### src/rtl/breakout_pkg.sv
// Playfield geometry, ball/paddle dimensions and ball FSM encodings shared by
// the Breakout movers, so paddle and ball cannot disagree on sizes.
package breakout_pkg;

  localparam int SCR_W = 640;
  localparam int SCR_H = 480;
  localparam int H_BAR = 8;
  localparam int W_BAR = 64;
  localparam int R     = 4;
  localparam int STEP  = 2;

  localparam logic [9:0]  LIM_L   = 10'(R);
  localparam logic [9:0]  LIM_R   = 10'(SCR_W - R);
  localparam logic [9:0]  LIM_T   = 10'(R);
  localparam logic [9:0]  LIM_B   = 10'(SCR_H - R);
  localparam logic [9:0]  STEP_W  = 10'(STEP);
  localparam logic [9:0]  PAD_OFS = 10'(H_BAR + R);
  localparam logic [10:0] HIT_W   = 11'(W_BAR + R);

  localparam logic [9:0]  RST_X   = 10'd320;
  localparam logic [9:0]  RST_Y   = 10'd452;

  typedef enum logic [1:0] {
    SERVE = 2'd0,
    MOVE  = 2'd1,
    LOST  = 2'd2
  } state_t;

  // Unsigned distance between two 10-bit coordinates, one bit wider so it never wraps.
  function automatic logic [10:0] abs_diff(input logic [9:0] a, input logic [9:0] b);
    logic [10:0] d;
    if (a >= b) d = {1'b0, a} - {1'b0, b};
    else        d = {1'b0, b} - {1'b0, a};
    return d;
  endfunction

endpackage

### src/rtl/move_ball_if.sv
// Ball engine signal bundle: paddle position, tick and serve key in; ball
// position, event pulses and FSM state out.
interface move_ball_if;
  logic       tick;
  logic       launch;
  logic [9:0] bar_x;
  logic [9:0] bar_y;
  logic [9:0] x;
  logic [9:0] y;
  logic       bounce;
  logic       miss;
  logic [1:0] state;

  modport master (
    output tick, launch, bar_x, bar_y,
    input  x, y, bounce, miss, state
  );

  modport slave (
    input  tick, launch, bar_x, bar_y,
    output x, y, bounce, miss, state
  );
endinterface

### src/rtl/ball_axis.sv
// One ball axis: position and direction register that steps by STEP and
// reflects off a low and a high limit; a load port lets the owner place it.
module ball_axis
  import breakout_pkg::*;
#(
  parameter logic [9:0] RST_POS = 10'd0,
  parameter logic       RST_DIR = 1'b0
) (
  input  logic       clock,
  input  logic       reset,
  input  logic       step,
  input  logic       load,
  input  logic [9:0] load_pos,
  input  logic       load_dir,
  input  logic       dir_ovr,
  input  logic       dir_ovr_val,
  input  logic [9:0] lim_lo,
  input  logic [9:0] lim_hi,
  output logic [9:0] pos,
  output logic       dir,
  output logic       refl
);

  logic [9:0] pos_d;
  logic       dir_d;

  // Limits are checked before stepping, so the subtraction never wraps.
  assign refl = dir ? (pos >= lim_hi - STEP_W) : (pos <= lim_lo + STEP_W);

  always_comb begin
    pos_d = pos;
    dir_d = dir;
    if (load) begin
      pos_d = load_pos;
      dir_d = load_dir;
    end else if (step) begin
      if (refl) begin
        pos_d = dir ? lim_hi : lim_lo;
        dir_d = ~dir;
      end else begin
        pos_d = dir ? pos + STEP_W : pos - STEP_W;
      end
      if (dir_ovr) dir_d = dir_ovr_val;
    end
  end

  always_ff @(posedge clock) begin
    if (reset) begin
      pos <= RST_POS;
      dir <= RST_DIR;
    end else begin
      pos <= pos_d;
      dir <= dir_d;
    end
  end

endmodule

### src/rtl/move_ball.sv
// Breakout ball motion engine: serves from the paddle, steps on each tick,
// reflects off walls and paddle, and flags a miss when the ball drops out.
module move_ball
  import breakout_pkg::*;
(
  input logic         clock,
  input logic         reset,
  move_ball_if.slave  bus
);

  state_t      state_q, state_d;
  logic        launch_q;
  logic        bounce_q, miss_q;
  logic [9:0]  x, y;
  logic        dir_x, dir_y;
  logic        refl_x, refl_y;
  logic [9:0]  pad_top;
  logic [10:0] y_next_ext;
  logic        hit, bottom;
  logic        serve_ld, move_tick, lost_now;
  logic        step_x, step_y, load_y;
  logic [9:0]  load_y_pos;

  assign pad_top    = bus.bar_y - PAD_OFS;
  assign y_next_ext = {1'b0, y} + {1'b0, STEP_W};
  assign hit        = dir_y && (y <= pad_top) && (y_next_ext >= {1'b0, pad_top})
                      && (abs_diff(x, bus.bar_x) <= HIT_W);
  assign bottom     = y_next_ext >= {1'b0, LIM_B};

  always_comb begin
    state_d   = state_q;
    serve_ld  = 1'b0;
    move_tick = 1'b0;
    lost_now  = 1'b0;
    case (state_q)
      SERVE: begin
        serve_ld = 1'b1;
        if (launch_q && !bus.launch) state_d = MOVE;
      end
      MOVE: begin
        if (bus.tick) begin
          move_tick = 1'b1;
          if (dir_y && !hit && bottom) begin
            lost_now = 1'b1;
            state_d  = LOST;
          end
        end
      end
      LOST:    state_d = SERVE;
      default: state_d = SERVE;
    endcase
  end

  // The losing tick freezes both axes; descending Y is placed by the paddle/bottom logic.
  assign step_x     = move_tick && !lost_now;
  assign step_y     = move_tick && !dir_y;
  assign load_y     = serve_ld || (move_tick && dir_y && !lost_now);
  assign load_y_pos = (serve_ld || hit) ? pad_top : y + STEP_W;

  ball_axis #(.RST_POS(RST_X), .RST_DIR(1'b1)) u_axis_x (
    .clock       (clock),
    .reset       (reset),
    .step        (step_x),
    .load        (serve_ld),
    .load_pos    (bus.bar_x),
    .load_dir    (1'b1),
    .dir_ovr     (move_tick && hit && (x != bus.bar_x)),
    .dir_ovr_val (x > bus.bar_x),
    .lim_lo      (LIM_L),
    .lim_hi      (LIM_R),
    .pos         (x),
    .dir         (dir_x),
    .refl        (refl_x)
  );

  ball_axis #(.RST_POS(RST_Y), .RST_DIR(1'b0)) u_axis_y (
    .clock       (clock),
    .reset       (reset),
    .step        (step_y),
    .load        (load_y),
    .load_pos    (load_y_pos),
    .load_dir    (!(serve_ld || hit)),
    .dir_ovr     (1'b0),
    .dir_ovr_val (1'b0),
    .lim_lo      (LIM_T),
    .lim_hi      (LIM_B),
    .pos         (y),
    .dir         (dir_y),
    .refl        (refl_y)
  );

  always_ff @(posedge clock) begin
    if (reset) begin
      state_q  <= SERVE;
      launch_q <= 1'b1;
      bounce_q <= 1'b0;
      miss_q   <= 1'b0;
    end else begin
      state_q  <= state_d;
      launch_q <= bus.launch;
      bounce_q <= step_x && (refl_x || (step_y && refl_y) || hit);
      miss_q   <= lost_now;
    end
  end

  assign bus.x      = x;
  assign bus.y      = y;
  assign bus.bounce = bounce_q;
  assign bus.miss   = miss_q;
  assign bus.state  = state_q;

endmodule

### src/flat_wrapper.sv
// flat-port wrapper written by rule: the top's interface ports become plain ports
module move_ball_flat import breakout_pkg::*;
  (clock, reset, bus_tick, bus_launch, bus_bar_x, bus_bar_y, bus_x, bus_y, bus_bounce, bus_miss, bus_state);
  move_ball_if bus_i ();
  input logic clock;
  input logic reset;
  input wire logic [$bits(bus_i.tick)-1:0] bus_tick;
  input wire logic [$bits(bus_i.launch)-1:0] bus_launch;
  input wire logic [$bits(bus_i.bar_x)-1:0] bus_bar_x;
  input wire logic [$bits(bus_i.bar_y)-1:0] bus_bar_y;
  output wire logic [$bits(bus_i.x)-1:0] bus_x;
  output wire logic [$bits(bus_i.y)-1:0] bus_y;
  output wire logic [$bits(bus_i.bounce)-1:0] bus_bounce;
  output wire logic [$bits(bus_i.miss)-1:0] bus_miss;
  output wire logic [$bits(bus_i.state)-1:0] bus_state;
  assign bus_i.tick = bus_tick;
  assign bus_i.launch = bus_launch;
  assign bus_i.bar_x = bus_bar_x;
  assign bus_i.bar_y = bus_bar_y;
  assign bus_x = bus_i.x;
  assign bus_y = bus_i.y;
  assign bus_bounce = bus_i.bounce;
  assign bus_miss = bus_i.miss;
  assign bus_state = bus_i.state;
  move_ball u_core (.clock(clock), .reset(reset), .bus(bus_i));
endmodule
### config.mk
export PLATFORM = sky130hd
export DESIGN_NAME = move_ball_flat
export DESIGN_NICKNAME = d
export VERILOG_FILES = /design/src/rtl/breakout_pkg.sv /design/src/rtl/move_ball_if.sv /design/src/rtl/ball_axis.sv /design/src/rtl/move_ball.sv /design/src/flat_wrapper.sv
export SDC_FILE = /design/constraint.sdc
export NUM_CORES = 1
export LEC_CHECK = 0
export BUFFER_PORTS_ARGS = -buffer_cell sky130_fd_sc_hd__buf_2
export CAP_MARGIN = 20
export CORE_MARGIN = 2
export CORE_UTILIZATION = 60
export CTS_CLUSTER_DIAMETER = 50
export DETAILED_ROUTE_END_ITERATION = 6
export HOLD_SLACK_MARGIN = 0.02
export PLACE_DENSITY = 0.89
export SYNTH_ARGS = -nofsm -noshare
export SYNTH_HDL_FRONTEND = slang
export SYNTH_SLANG_ARGS = --single-unit
### constraint.sdc
create_clock -name clock -period 4.9 [get_ports clock]
set_input_delay 0.735 -clock clock [delete_from_list [all_inputs] [get_ports clock]]
set_output_delay 0.735 -clock clock [all_outputs]
set_load 0.01 [all_outputs]
==> flow_summary.ini <==
[die]
fp.dieArea_um2 = 6940
floorplan.rows = 28
initial_cell_density_of_the_core = 0.630
die-height_um = 83.3
chipWidth_um = 83.3
floorplan.io_pins = 48
fp.coreArea_um2 = 5990

[clock_network]
clkLatencyLatePin_ns = 0.28
hold_buffers = 0
cts_made_buffers = 3
cts_buffer_depth = 2
ctsHtreeMaxLevel = 1
ctsRootBufferMaster = clkbuf_8
number_of_clock_sinks_seen_by_cts = 27
cts-resized-gates = 0
clk_transition_reported_paths_ns = 0.10
cts_post_setup_buffers_inserted = 0
cts_tree = yes

[hold_path]
hold_path_class = reg2reg
whs_endpoint = u_core.bus.state[0]
worst_hold_startpoint = u_core.bus.state[1]
holdPathStages = 1

[global_route]
antenna_found_initial = 0
grt_pass1_wl_mm = 18.3
grt.total_usage = 0.314
grt-ovfl-total = 0
grt_pass1_vias = 3805
grt_start_max_net_pins = 26

[finish]
final_nets = 611
diodes = 0
drive_above_1_share = 0.135
final_cells = 610
layout.cell_area.non_filler_um2 = 4060
area_growth_pct = 7.49
final_core_util = 0.678

[pwr]
fraction_of_power_spent_switching_nets = 0.457
power_total_mw = 0.890
netSwitchingPower_mw = 0.407
cellLeakagePower_nw = 1.82
p_per_area_nw_per_um2 = 219
power_frac_clock = 0.148
internal_power_mw = 0.483
power.share.combinational = 0.538
pwr-share-seq = 0.314
peakVddDrop_v = 0.000186

[route]
route.detailed.drc = 0
dr.first_iter.drc_count = 500
drtPass1Iterations = 6
post_drt_via_cell_ratio = 6.84
ant_nets = 0
detailroute.via_count = 4175
finalWirelength_mm = 11.4
avgRoutedWirePerCell_um = 18.6

[sta]
worst_pin_slew_ns = 0.851
fin_hold_ws_ns = 0.523
finalSetupViolations = 0
worst_slack_ns = 0.463
setup-tns-final_ns = 0
timing_max_transition_violations_final = 0
timing.max_slew.rel_slack = 0.431
final_clock_period_utilization_by_the_worst_path = 0.905
min_period_ns = 4.44
grt_setup_unrepaired = false
clock_skew_ns = 0.00423
final_hold_viol_count = 0
timing.fmax_mhz = 225

[setup_path]
timing.critical_path.depth = 15
rr_endpoint = u_core.u_axis_y.pos[4]
timing.critical_path.cells = ha_1 -> nand4_1 -> or2_2 -> xnor2_1 -> inv_1 -> ha_1 -> o21a_1 -> o21ai_0 -> a31oi_1 -> a221oi_1 -> a21oi_1 -> o2111ai_2 -> o31ai_2 -> mux2i_1 -> a221o_1
critical_path.startpoint_type = register
path_max_fanout = 9
timing.rr.start = u_core.u_axis_y.pos[1]
cp_top_family = compound AO/OA/AOI/OAI gates
timing.critical_path.required_ns = 5.07
timing_worst_setup_path_type = reg2reg
critPathArrivalTime_ns = 4.61
cp_common_cell = ha_1
critPathMaxStageDelay_ns = 0.61
critPathBufInv = 1
setup_slack_on_the_worst_flop_to_flop_path_ns = 0.46
r2r_cells = 15
setup.worst_path.end_class = register
critical_path.slowest_cell = o31ai_2

[logic_synthesis]
syn_avg_cell_area_um2 = 7.49
synth.top_cells.by_count = ha_1 (50), inv_1 (45), a21oi_1 (39)
dominantRegCellSynth = dfxtp_1
postSynth.asyncResetShare = 0
synth.ff_latch_count = 27
number_of_warnings_printed_during_yosys_synthesis = 0
synth_fp_nets = 579
yosysMostFrequentCell = ha_1
synth-seq-area-share = 0.143
synth-edff-count = 0
netlist_instances = 504
synth_top_cells_by_area = ha_1 (17%), dfxtp_1 (14%), a21oi_1 (5.2%)
yosysTopAreaCellShare = 0.166
yosys.area.top_type = ha_1
mapped_cell_area_um2 = 3780
yosys.cell_types.count = 71

[place]
placement.setup.worst_slack_ns = 0.414
placed_cell_area_um2 = 4010
gp_congestion = 1.02
place_hpwl_mm = 8.83
portBuffers = 47
place.detailed.instances = 606

[flow_run]
maxCapViolCount = 0

[status]
status = finished, final reports clean
## metal layers
metal,track usage,vias up,wire (um)
met5,0,-,0
met2,0.498,269,5140
met4,0.0686,0,117
met1,0.450,1920,4870
li1,-,1961,-
met3,0.0437,25,1240
## power by group through the flow
stage | logic (mW) | clock network, mW | registers [mW]
final | 0.479 | 0.132 | 0.280
after global routing | 0.523 | 0.137 | 0.282
after CTS | 0.464 | 0.129 | 0.277
after detailed placement | 0.461 | 0 | 0.283
after global placement | 0.448 | 0 | 0.281
after floorplan | 0.345 | 0 | 0.274
## final cells by class
cell class              count  area, um^2
clock buffers               4        45.0
fillers                   545        1930
inverters                  45         169
multi-input cells         411        2970
flip-flops and latches     27         541
well taps                  75        93.8
repair buffers             48         243
## layout by cell type, fill, tap and decap left out, types with 3 or more instances in the layout
master / synthesis / routed
and2_1: 3 / 3
a32oi_1: 3 / 3
nor3_1: 17 / 17
clkbuf_8: 0 / 3
o21bai_1: 4 / 4
nand3b_1: 3 / 3
nand3_1: 30 / 30
dfxtp_1: 27 / 27
and3_1: 4 / 4
nand4_1: 6 / 6
or4_1: 3 / 3
nor2b_1: 6 / 6
ha_1: 50 / 50
a31oi_1: 6 / 6
a221oi_1: 3 / 3
or2_2: 6 / 6
inv_1: 45 / 45
xor2_1: 8 / 8
buf_2: 4 / 47
nand2_1: 29 / 29
a221o_1: 4 / 4
a311oi_1: 4 / 4
a21o_1: 12 / 12
o311a_1: 4 / 4
xnor2_1: 16 / 16
mux2i_1: 6 / 6
o22ai_1: 3 / 3
nor4_1: 7 / 7
o31ai_1: 5 / 5
o21ai_0: 33 / 33
nor2_1: 30 / 30
a21oi_1: 39 / 39
a211oi_1: 8 / 8
o2111ai_1: 4 / 4
o21a_1: 3 / 3
o211ai_1: 8 / 8
## state kept, by name (all words and copies together), names as in the netlist
name,flops
u_core.bus.miss,1
u_core.bus.state,2
u_core.bus.bounce,1
u_core.u_axis_y.pos,10
u_core.u_axis_x.dir,1
u_core.u_axis_x.pos,10
u_core.u_axis_y.dir,1
u_core.launch_q,1
## worst max-delay path by stage
stage / startpoint / slack [ns] / end
after CTS: u_core.u_axis_y.pos[1] / 0.59 / u_core.u_axis_y.pos[4]
after floorplan: bus_bar_y[2] / 1.01 / u_core.u_axis_y.pos[5]
after global routing: u_core.u_axis_y.pos[1] / 0.21 / u_core.u_axis_y.pos[7]
final: u_core.u_axis_y.pos[1] / 0.46 / u_core.u_axis_y.pos[4]
after global placement: bus_bar_y[2] / 0.48 / u_core.u_axis_y.pos[4]
after detailed placement: bus_bar_y[2] / 0.41 / u_core.u_axis_y.pos[4]
## cells by family (layout without fill, tap and decap cells)
logic type               count (synthesis)  in the layout  share of synthesized area
AO/OA/AOI/OAI                          169            169                      0.314
multiplexers                             9              9                     0.0249
AND/OR/NAND/NOR                        158            158                      0.220
adder cells (fa/ha/maj)                 51             51                      0.171
buffers and inverters                   66             97                     0.0709
XOR/XNOR                                24             24                     0.0557
flip-flops                              27             27                      0.143
No activity file was read; power rests on OpenSTA's default activity.
